===== config.mk =====
export PLATFORM = sky130hd
export DESIGN_NAME = io_ready_predicate
export DESIGN_NICKNAME = d
export VERILOG_FILES = /design/src/rtl/io_ready_predicate.sv
export SDC_FILE = /design/constraint.sdc
export NUM_CORES = 1
export LEC_CHECK = 0
export ABC_AREA = 1
export ABC_CLOCK_PERIOD_IN_PS = 2060
export CAP_MARGIN = 10
export CORE_MARGIN = 2
export CORE_UTILIZATION = 47
export DETAILED_ROUTE_END_ITERATION = 16
export PLACE_DENSITY = 0.81
export SETUP_SLACK_MARGIN = 0.3
export SLEW_MARGIN = 20
export SYNTH_ARGS = -nofsm -noshare
export SYNTH_HDL_FRONTEND = slang
export SYNTH_SLANG_ARGS = --single-unit

===== constraint.sdc =====
create_clock -name clock -period 2.06 [get_ports clock]
set_input_delay 0.412 -clock clock [delete_from_list [all_inputs] [get_ports clock]]
set_output_delay 0.412 -clock clock [all_outputs]
set_load 0.03 [all_outputs]

===== src/rtl/io_ready_predicate.sv =====
// Combines the A/B/D I/O check results into one IO_ready predicate and decodes the port strobes.
// It also keeps a saturating per-thread count of consecutive I/O-annulled issues.
module io_ready_predicate #(
    parameter int ADDR_WIDTH           = 10,
    parameter int READ_PORT_COUNT      = 8,
    parameter int READ_PORT_BASE_ADDR  = 0,
    parameter int WRITE_PORT_COUNT     = 8,
    parameter int WRITE_PORT_BASE_ADDR = 0,
    parameter int THREAD_COUNT         = 8,
    parameter int THREAD_ID_WIDTH      = 3,
    parameter int COUNT_WIDTH          = 8
) (
    input  logic                        clock,
    input  logic                        reset,
    input  logic                        enable,
    input  logic [THREAD_ID_WIDTH-1:0]  thread_id,
    input  logic [ADDR_WIDTH-1:0]       read_addr_A,
    input  logic [ADDR_WIDTH-1:0]       read_addr_B,
    input  logic [ADDR_WIDTH-1:0]       write_addr_D,
    input  logic                        A_EF_masked,
    input  logic                        A_addr_is_IO,
    input  logic                        B_EF_masked,
    input  logic                        B_addr_is_IO,
    input  logic                        D_EF_masked,
    input  logic                        D_addr_is_IO,
    output logic                        IO_ready,
    output logic [READ_PORT_COUNT-1:0]  A_rden,
    output logic [READ_PORT_COUNT-1:0]  B_rden,
    output logic [WRITE_PORT_COUNT-1:0] D_wren,
    output logic [THREAD_ID_WIDTH-1:0]  thread_out,
    output logic [COUNT_WIDTH-1:0]      stall_count,
    output logic                        stall_saturated
);

    localparam int RD_IDX_W = (READ_PORT_COUNT > 1) ? $clog2(READ_PORT_COUNT) : 1;
    localparam int WR_IDX_W = (WRITE_PORT_COUNT > 1) ? $clog2(WRITE_PORT_COUNT) : 1;
    localparam logic [ADDR_WIDTH-1:0] RD_BASE = ADDR_WIDTH'(READ_PORT_BASE_ADDR);
    localparam logic [ADDR_WIDTH-1:0] WR_BASE = ADDR_WIDTH'(WRITE_PORT_BASE_ADDR);
    localparam logic [ADDR_WIDTH-1:0] RD_MASK = ADDR_WIDTH'((1 << RD_IDX_W) - 1);
    localparam logic [ADDR_WIDTH-1:0] WR_MASK = ADDR_WIDTH'((1 << WR_IDX_W) - 1);
    localparam logic [COUNT_WIDTH-1:0] COUNT_MAX = '1;

    // Only the low index bits of the port offset select the strobe; indices past the
    // port count (non power-of-two counts) simply produce no strobe.
    function automatic logic [READ_PORT_COUNT-1:0] read_onehot(input logic [ADDR_WIDTH-1:0] addr);
        logic [ADDR_WIDTH-1:0] offset;
        offset = (addr - RD_BASE) & RD_MASK;
        return READ_PORT_COUNT'(1) << offset;
    endfunction

    function automatic logic [WRITE_PORT_COUNT-1:0] write_onehot(input logic [ADDR_WIDTH-1:0] addr);
        logic [ADDR_WIDTH-1:0] offset;
        offset = (addr - WR_BASE) & WR_MASK;
        return WRITE_PORT_COUNT'(1) << offset;
    endfunction

    // Stage 1 registers
    logic                       enable_s1_q, enable_s1_d;
    logic [THREAD_ID_WIDTH-1:0] thread_id_s1_q, thread_id_s1_d;
    logic [ADDR_WIDTH-1:0]      read_addr_A_s1_q, read_addr_A_s1_d;
    logic [ADDR_WIDTH-1:0]      read_addr_B_s1_q, read_addr_B_s1_d;
    logic [ADDR_WIDTH-1:0]      write_addr_D_s1_q, write_addr_D_s1_d;

    // Stage 2 registers
    logic                        io_ready_q, io_ready_d;
    logic [READ_PORT_COUNT-1:0]  a_rden_q, a_rden_d;
    logic [READ_PORT_COUNT-1:0]  b_rden_q, b_rden_d;
    logic [WRITE_PORT_COUNT-1:0] d_wren_q, d_wren_d;
    logic [THREAD_ID_WIDTH-1:0]  thread_out_q, thread_out_d;
    logic [COUNT_WIDTH-1:0]      stall_count_q, stall_count_d;
    logic                        stall_saturated_q, stall_saturated_d;

    logic                        valid_s1;
    logic                        ready;
    logic                        blocked;
    logic [THREAD_COUNT-1:0]     thread_hit;
    logic [COUNT_WIDTH-1:0]      count_all [THREAD_COUNT];
    logic [COUNT_WIDTH-1:0]      cur_count;
    logic [COUNT_WIDTH-1:0]      count_inc;

    always_comb begin
        enable_s1_d       = enable;
        thread_id_s1_d    = thread_id;
        read_addr_A_s1_d  = read_addr_A;
        read_addr_B_s1_d  = read_addr_B;
        write_addr_D_s1_d = write_addr_D;
    end

    always_ff @(posedge clock) begin
        if (reset) begin
            enable_s1_q       <= 1'b0;
            thread_id_s1_q    <= '0;
            read_addr_A_s1_q  <= '0;
            read_addr_B_s1_q  <= '0;
            write_addr_D_s1_q <= '0;
        end else begin
            enable_s1_q       <= enable_s1_d;
            thread_id_s1_q    <= thread_id_s1_d;
            read_addr_A_s1_q  <= read_addr_A_s1_d;
            read_addr_B_s1_q  <= read_addr_B_s1_d;
            write_addr_D_s1_q <= write_addr_D_s1_d;
        end
    end

    // An out-of-range thread id behaves exactly like an idle slot.
    assign valid_s1 = enable_s1_q && (int'(thread_id_s1_q) < THREAD_COUNT);
    assign ready    = valid_s1 & A_EF_masked & B_EF_masked & ~D_EF_masked;
    assign blocked  = valid_s1 & ~ready;

    for (genvar gi = 0; gi < THREAD_COUNT; gi++) begin : g_thread
        logic [COUNT_WIDTH-1:0] count_q, count_d;

        assign thread_hit[gi] = valid_s1 && (int'(thread_id_s1_q) == gi);
        assign count_all[gi]  = count_q;

        always_comb begin
            count_d = count_q;
            if (thread_hit[gi]) begin
                count_d = ready ? '0 : count_inc;
            end
        end

        always_ff @(posedge clock) begin
            if (reset) begin
                count_q <= '0;
            end else begin
                count_q <= count_d;
            end
        end
    end

    always_comb begin
        cur_count = '0;
        for (int i = 0; i < THREAD_COUNT; i++) begin
            if (thread_hit[i]) begin
                cur_count = count_all[i];
            end
        end
        count_inc = (cur_count == COUNT_MAX) ? COUNT_MAX : cur_count + COUNT_WIDTH'(1);
    end

    always_comb begin
        io_ready_d        = ready;
        thread_out_d      = thread_id_s1_q;
        a_rden_d          = '0;
        b_rden_d          = '0;
        d_wren_d          = '0;
        stall_count_d     = '0;
        stall_saturated_d = stall_saturated_q;
        if (ready && A_addr_is_IO) begin
            a_rden_d = read_onehot(read_addr_A_s1_q);
        end
        if (ready && B_addr_is_IO) begin
            b_rden_d = read_onehot(read_addr_B_s1_q);
        end
        if (ready && D_addr_is_IO) begin
            d_wren_d = write_onehot(write_addr_D_s1_q);
        end
        if (blocked) begin
            stall_count_d = count_inc;
            if (count_inc == COUNT_MAX) begin
                stall_saturated_d = 1'b1;
            end
        end
    end

    always_ff @(posedge clock) begin
        if (reset) begin
            io_ready_q        <= 1'b0;
            a_rden_q          <= '0;
            b_rden_q          <= '0;
            d_wren_q          <= '0;
            thread_out_q      <= '0;
            stall_count_q     <= '0;
            stall_saturated_q <= 1'b0;
        end else begin
            io_ready_q        <= io_ready_d;
            a_rden_q          <= a_rden_d;
            b_rden_q          <= b_rden_d;
            d_wren_q          <= d_wren_d;
            thread_out_q      <= thread_out_d;
            stall_count_q     <= stall_count_d;
            stall_saturated_q <= stall_saturated_d;
        end
    end

    assign IO_ready        = io_ready_q;
    assign A_rden          = a_rden_q;
    assign B_rden          = b_rden_q;
    assign D_wren          = d_wren_q;
    assign thread_out      = thread_out_q;
    assign stall_count     = stall_count_q;
    assign stall_saturated = stall_saturated_q;

endmodule


# Word-level counts from Yosys, hierarchy flattened

Cells that the tools add are included.

Reduce and logical (&&, ||, !) cells: 17
Bitwise logic cells: 10
Add/subtract/negate cells: 1
Mux-type cells: 10
Div/mod/pow operators: 0
Equal/unequal tests: 9
$lt $le $gt $ge: 0
Shift operators: 3
$mul: 0

Operators with widths:

| kind                | count |
|---|---|
| $mux 8              | 10 |
| $shl 1x3->8 const A | 3 |
| $eq 8x8->1 const B  | 2 |
| $eq 3x3->1 const B  | 4 |
| $logic_and 1x1->1   | 11 |
| $add 8x1->8 const B | 1 |
| $reduce_or 2->1     | 4 |
| $eq 3x2->1 const B  | 2 |
| $not 1->1           | 6 |
| $and 1x1->1         | 4 |
| $eq 3x1->1 const B  | 1 |
| $logic_not 3->1     | 1 |
| $reduce_and 2->1    | 1 |

Memories: 0
Bits in writable memories: 0
Register bits: 114
Bits in latches: 0
Memory bits (read-only): 0
Input port bits: 42

# Depth between registers and ports, before layout

Gate-level depths: netlist (run 1).

Word-level depth: 14
Gate-level depth with buffers: 20
Depth with buffers taken out: 20

# Worst setup path before layout (run 1)

No wires, ideal clock.

Path type: reg2reg
Start: register thread_id_s1_q[2]
End: register stall_saturated_q, in the netlist stall_saturated
Arrival time: 2.048 ns
Period minus slack after synthesis: 2.178 ns
Buffers on the path: 1
Cell stages (with the launch flop): 17
Setup slack: -0.118 ns
Cell sequence: dfxtp_1 > inv_1 > nand2_2 > nor2_1 > buf_4 > nand2_1 > nand3_1 > o22ai_2 > nand4_4 > ha_1 > nand3_2 > nor2_4 > nand3_2 > nand3_1 > and3_1 > nand2_1 > a21oi_2

Word-level cells in the longest chain between the ends: 14
Elaborated cells between the ends (all ways): 29

Ends and longest elaborated chain:

| element                                          | line | text |
|---|---|---|
| start: declaration                               | 59   | `logic [THREAD_ID_WIDTH-1:0] thread_id_s1_q, thread_id_s1_d;` |
| start signal: assignment                         | 98   | `thread_id_s1_q <= thread_id_s1_d;` |
| $logic_not 3->1                                  | 113  | `assign thread_hit[gi] = valid_s1 && (int'(thread_id_s1_q) == gi);` |
| $logic_and 1x1->1                                | 113  |  |
| $mux 8 (7 in a row)                              | 135  | `if (thread_hit[i]) begin` |
| $mux 8 *                                         | 135  |  |
| $add 8x1->8 / $eq 8x8->1 (equally long branches) | 139  | `count_inc = (cur_count == COUNT_MAX) ? COUNT_MAX : cur_count + COUNT_WIDTH'(1);` |
| $mux 8 *                                         | 139  |  |
| $eq 8x8->1 *                                     | 161  | `if (count_inc == COUNT_MAX) begin` |
| $reduce_and 2->1 (no line) *                     | --   |  |
| end signal: assignment                           | 183  | `stall_saturated_q <= stall_saturated_d;` |
| end: declaration                                 | 71   | `logic stall_saturated_q, stall_saturated_d;` |

Every way passes the cells marked *; elsewhere a longest branch is shown, timed or not.
A chain may end at the register's enable or synchronous reset.

# Final worst setup path (run 1)

Start: register enable_s1_q
End: register g_thread[7].count_q[3]

Word-level cells in the longest chain between the ends: 12
Elaborated cells between the ends (all ways): 23

Ends and longest elaborated chain:

| element                                          | line | text |
|---|---|---|
| start: declaration                               | 58   | `logic enable_s1_q, enable_s1_d;` |
| start signal: assignment                         | 97   | `enable_s1_q <= enable_s1_d;` |
| $logic_and 1x1->1                                | 113  |  |
| $mux 8 (8 in a row)                              | 135  |  |
| $add 8x1->8 / $eq 8x8->1 (equally long branches) | 139  |  |
| $mux 8                                           | 139  |  |
| $mux 8                                           | 119  | `count_d = ready ? '0 : count_inc;` |
| end signal: assignment                           | 127  | `count_q <= count_d;` |
| end: declaration                                 | 111  | `logic [COUNT_WIDTH-1:0] count_q, count_d;` |

Parallel ways exist; a longest one is shown, timed or not.

==> results.toml, run 1 <==
[outcome]
status = "complete, but fails checks"
violations = "setup timing"

[die]
die_area_mm2 = 0.01016
core_area_mm2 = 0.009153
initial_core_util_pct = 48.11
die_y_um = 100.8
die_width_um = 100.8
rows = 35
io_pins = 79

[clock_tree]
clk_latency_ns = 0.53
cts_made_buffers = 17
cts_tree = "built"
htreeDepth = 4
cts_sinks = 114
clkTransAtPathRegs_ns = 0.06
cts_root_buf = "clkbuf_8"
clk_path_buf_depth = 2
ctsHoldBuffers = 0

[worst_setup_path]
reg2reg_slack_ns = -0.53
reg2reg_depth = 15
startpoint = "enable_s1_q"
reg2reg_to = "g_thread[7].count_q[3]"
endpoint_kind = "flip-flop"
cp_max_fo = 8
critPathArrivalTime_ns = 3.05
cp.required_ns = 2.52
worstSetupEndpoint = "g_thread[7].count_q[3]"
reg2reg_from = "enable_s1_q"
critPathKind = "reg2reg"
start_kind = "flip-flop"

[yosys]
synth.net_count = 589
synth_cell_types = 32
synth_compound_area_share_pct = 16.82
ys_warn_count = 0
synthCells = 546
synth-simple-area-share_pct = 23.81
ys_seq_area_share_pct = 51.83
ys_ff_latch = 114
synth_largest_area_cell = "dfxtp_1"
synth.avg_cell_area_um2 = 8.064
synth_edf_count = 0
synth_top_family_by_area = "simple AND/OR/NAND/NOR gates"
async_flop_share_pct = 0
synthMuxAreaShare_pct = 0
synthXorXnorAreaFrac_pct = 0
yosysTopAreaCellShare_pct = 51.83
synth_ff_type = "dfxtp_1"
synthesis.area_mm2 = 0.004403
synthAdderAreaFrac_pct = 0.2842
synthTopCellsByArea = "dfxtp_1, a21oi_1, o21ai_0"

[timing]
fin_setup_tns_ns = -29.46
setup_slack_ns = -0.5266
skew_ns = 0.008564
hold-worst-slack_ns = 0.4017
slew_headroom_pct = 56.89
setup_viol = 73
worstMarginPinSlew_ns = 0.6399
min_period_ns = 2.587
fmax_mhz = 386.6
finalCritPeriodShare_pct = 125.6
hold_violations = 0
slew_violations = 0
rsz0062_at_grt = "true"

[route]
first_pass_iters = 7
routed_wl_mm = 15.75
ant_nets = 0
avgViaCountPerCell = 5.936
drc = 0
drt_iter0_markers = 567
wire_per_inst_um = 19.67
vias = 4755

[global_route]
grtUsageMet1_pct = 27.78
gr-total-overflow = 0
first_global_vias = 4039
use_met3_pct = 6.588
top_usage_layer = "met2"
grt_max_degree = 65
track_usage_pct = 23.80
antenna_found_initial = 0
grt_pass1_wl_mm = 18.80
grt_util_met2_pct = 40.62

[finish]
multi_input_area_mm2 = 0.002300
diodes = 0
num-nets-final = 720
regArea_mm2 = 0.002297
fill_cells = 554
final_core_util_pct = 73.53
drive_gt1_share_pct = 33.19
synthToLayoutAreaGrowth_pct = 52.86

[pwr]
power.static_leakage_nw = 2.920
power_density_mw_per_mm2 = 841.5
vdd_drop_max_mv = 0.7110

[job]
cap_violations = 0

[hold_path]
hold_depth = 3
worstHoldPathType = "in2reg"

[placed_design]
hpwl_mm = 7.132
buffer_ports.inserted = 57
place.gp.congestion = 0.8518
==> state kept, by name (all words and copies together), names as in the netlist <==
| name | count |
|---|---|
| A_rden | 8 |
| B_rden | 8 |
| read_addr_A_s1_q | 3 |
| g_thread.count_q | 64 |
| write_addr_D_s1_q | 3 |
| thread_out | 3 |
| read_addr_B_s1_q | 3 |
| enable_s1_q | 1 |
| D_wren | 8 |
| thread_id_s1_q | 3 |
| stall_saturated | 1 |
| stall_count | 8 |
| IO_ready | 1 |
==> layout by cell type (no fill, tap or decap), types with 5 or more instances in the layout <==
cell type        count
nand2_2             10
dfxtp_1            110
inv_1               43
inv_4                5
nor2_4              13
buf_4               62
nand2_8              6
inv_2                5
nor2_2               5
a21oi_2             36
o21ai_0             64
clkdlybuf4s50_1     20
nand3_2              7
clkbuf_16           16
buf_6               10
dlygate4sd2_1       37
nand2_4             12
nand3_4              5
nor2_1              41
nand4_1              7
inv_6                5
a21oi_1             37
nand2_1             52
nand3_1             18
nor3_1              24
==> per-stage QoR <==
step	std cells	power, mW	area, um2	setup slack, ns
floorplan	546	2.468	4534	0.0004545
detailed placement	741	2.587	5515	-0.1828
CTS	777	5.590	6212	-0.1041
global placement	741	2.579	5515	-0.1442
finish	801	5.663	6730	-0.5266
global route	801	5.795	6730	-0.5916
==> layout make-up <==
type	instances	share of cell area (%)
Multi-Input combinational cell	358	34.17
Sequential cell	114	34.13
Timing Repair Buffer	132	17.27
Clock buffer	17	6.154
Inverter	54	3.272
Clock inverter	15	2.937
Tap cell	111	2.064
==> where the power goes <==
part / switching [mW] / leakage (nW) / internal [mW]
clock network: 1.16 / 0.294 / 1.88
registers: 0.0374 / 0.927 / 2.25
logic: 0.197 / 1.70 / 0.141
==> synthesized netlist by cell type, types with 2 or more instances <==
master / count
buf_2: 3
nand3b_1: 3
nor2_4: 7
nor2_2: 4
buf_4: 4
nor3_1: 26
nand3_1: 26
or2_0: 2
or2_2: 3
dfxtp_1: 114
nand3_2: 4
nand2_2: 8
inv_2: 5
o21ai_0: 65
clkbuf_1: 15
a21oi_1: 71
nor2_1: 48
inv_1: 49
nand2_1: 66
nand4_1: 7
and3_1: 2
a21oi_2: 3
nand2_4: 2
==> worst min path at each step <==
stage	start	endpoint	slack (ns)
floorplan	read_addr_A_s1_q[0]	A_rden[4]	0.47
global placement	stall_saturated	stall_saturated	0.45
detailed placement	stall_saturated	stall_saturated	0.46
CTS	write_addr_D[0]	write_addr_D_s1_q[0]	0.39
global route	thread_id[2]	thread_id_s1_q[2]	0.40
finish	thread_id[1]	thread_id_s1_q[1]	0.40
==> routing by layer <==
| metal | share of wire, % | up-vias |
|---|---|---|
| li1 | - | 2098 |
| met1 | 35 | 2206 |
| met2 | 49 | 336 |
| met3 | 8.9 | 115 |
| met4 | 7.1 | 0 |
| met5 | 0 | - |
==> critical path, cell delays in order, from the launching register on <==
cell and delay [ns]:
dfxtp_4 0.43, inv_4 0.05, nor2_4 0.17, buf_6 0.16, nand3_1 0.08, nand3_1 0.14, nor2_1 0.09, nand4_2 0.15
nand2_2 0.12, nor2_4 0.20, buf_4 0.15, nand3_2 0.16, nand3_4 0.19, buf_12 0.13, nand2_8 0.09, a21oi_2 0.19
==> what timing repair did <==
action / in CTS / in global routing
endpoints found under the hold margin: 0 / 0
resized for setup: 68 / 75
pin swaps: 4 / 16
setup endpoints to repair: 110 / 73
setup buffers: 3 / 21
gates cloned: 1 / 3
==> logic make-up after synthesis <==
family	count (synthesis)
compound gates	143
fa+ha+maj	1
buf+inv	78
flops	114
simple gates	210
Power figures use the tool's default switching activity.
==> inputs of run 2 (changes only) <==
MAX_ROUTING_LAYER = met4   (was default)
==> results.toml, run 2 (synthesis gave the netlist of run 1 again) <==
[route]
drc = 0
vias = 4647
first_pass_iters = 6
avgViaCountPerCell = 5.801
routed_wl_mm = 15.45
ant_nets = 0
drt_iter0_markers = 528
wire_per_inst_um = 19.29

[clock_tree]
clk_path_buf_depth = 2
cts_tree = "built"
cts_sinks = 114
clk_latency_ns = 0.53
ctsHoldBuffers = 0
htreeDepth = 4
cts_made_buffers = 17
cts_root_buf = "clkbuf_8"
clkTransAtPathRegs_ns = 0.07

[placed_design]
hpwl_mm = 7.132
buffer_ports.inserted = 57
dp_cells = 741
dp_worst_setup_slack_ns = -0.1828
place.gp.congestion = 0.8652

[finish]
largest_reg_flops = 64
mostFrequentLayoutCells = "dfxtp_1, o21ai_0, buf_4"
drive_gt1_share_pct = 33.04
synthToLayoutAreaGrowth_pct = 52.74
regArea_mm2 = 0.002297
fill_cells = 569
stdcell_count = 801
final_common_cell = "dfxtp_1"
largest-register = "g_thread.count_q"
multi_input_area_mm2 = 0.002295
num-nets-final = 720
diodes = 0

[pwr]
power_density_mw_per_mm2 = 846.9
power.static_leakage_nw = 2.920
power_mw = 5.695
vdd_drop_max_mv = 0.8315

[timing]
setup_viol = 73
rsz0062_at_grt = "true"
fmax_mhz = 400.0
skew_ns = 0.01347
finalCritPeriodShare_pct = 121.4
hold_violations = 0
worstMarginPinSlew_ns = 0.4724
setup_slack_ns = -0.4402
slew_headroom_pct = 68.51
slew_violations = 0
min_period_ns = 2.500

[die]
die_y_um = 100.8
io_pins = 79
die_area_mm2 = 0.01016
initial_core_util_pct = 48.11
rows = 35
die_width_um = 100.8
core_area_mm2 = 0.009153

[worst_setup_path]
slowest_stage = "dfxtp_4"
endpoint_kind = "flip-flop"
cp.required_ns = 2.48
critical_path.top_delay_family = "simple AND/OR/NAND/NOR gates"
start_kind = "flip-flop"
path_buf_inv = 2
path_cells = "inv_4 > nand2_4 > nor2_4 > buf_4 > a21oi_1 > nand4_1 > nand2_1 > nand2_1 > nand2_2 > nor2_4 > nand3_4 > nand2_1 > nand2_4 > a21oi_1"
cp_max_fo = 9
critical_path_depth = 14
critPathArrivalTime_ns = 2.92
path_common_cell = "nand2_1"
reg2reg_depth = 14
critPathKind = "reg2reg"
critical_path.max_stage_delay_ns = 0.37

[outcome]
status = "complete, but fails checks"
violations = "setup timing"

[job]
cap_violations = 0

[hold_path]
hold_depth = 3
worstHoldPathType = "in2reg"

[global_route]
grt_max_degree = 65
grt_pass1_wl_mm = 18.83
antenna_found_initial = 0
first_global_vias = 4026
track_usage_pct = 24.52
gr-total-overflow = 0
==> run 2: cell counts in the layout (fill, tap and decap cells not counted) <==
No cell type changed its count.
==> run 2: stage by stage <==
stage / TNS (ns) / hold WS [ns] / util [%] / area [um2]
after floorplan: 0 / 0.4669 / - / 4534
after global placement: -5.278 / 0.4492 / 60.26 / 5515
after detailed placement: -7.834 / 0.4610 / 60.26 / 5515
after CTS: -2.196 / 0.3935 / 67.87 / 6212
after global routing: -27.44 / 0.4032 / 73.48 / 6725
final: -20.84 / 0.4080 / 73.48 / 6725
==> run 2: where the power goes <==
group / total, mW / leakage (nW) / internal, mW / switching (mW)
logic: 0.334 / 1.70 / 0.140 / 0.194
registers: 2.28 / 0.927 / 2.25 / 0.0366
clock network: 3.08 / 0.294 / 1.88 / 1.20
total: 5.70 / 2.92 / 4.27 / 1.43
==> run 2: cell type report <==
cell class | count | share of cell area, %
clock inverters | 15 | 2.940
repair buffers | 132 | 17.28
clock buffers | 17 | 6.158
well taps | 111 | 2.065
multi-input cells | 358 | 34.12
flip-flops and latches | 114 | 34.16
inverters | 54 | 3.274
==> run 2: final timing paths <==
kind                   startpoint                endpoint  slack [ns]
max             thread_id_s1_q[0]  g_thread[5].count_q[1]       -0.44
min               write_addr_D[0]    write_addr_D_s1_q[0]        0.41
max reg2reg     thread_id_s1_q[0]  g_thread[5].count_q[1]       -0.44
min reg2reg  write_addr_D_s1_q[0]               D_wren[0]        0.50
==> run 2: repair_timing <==
item	CTS	global route
setup endpoints to repair	110	73
buffers inserted	3	21
cloned	1	3
pin swaps	4	16
gates resized for setup	68	74
==> run 2: metal layers <==
metal  track usage [%]  wire length, um  vias up
li1                  -                -     2087
met1             27.74             5519     2146
met2             40.72             7504      310
met3             6.588             1291      104
met4             10.75             1136        0
met5                 -                0        -
==> run 2: worst reg2reg max path, stage by stage (launching register included) <==
cell and delay (ns):
dfxtp_4 0.37, inv_4 0.08, nand2_4 0.07, nor2_4 0.22, buf_4 0.23, a21oi_1 0.08
nand4_1 0.09, nand2_1 0.11, nand2_1 0.12, nand2_2 0.10, nor2_4 0.11, nand3_4 0.18
nand2_1 0.19, nand2_4 0.13, a21oi_1 0.32
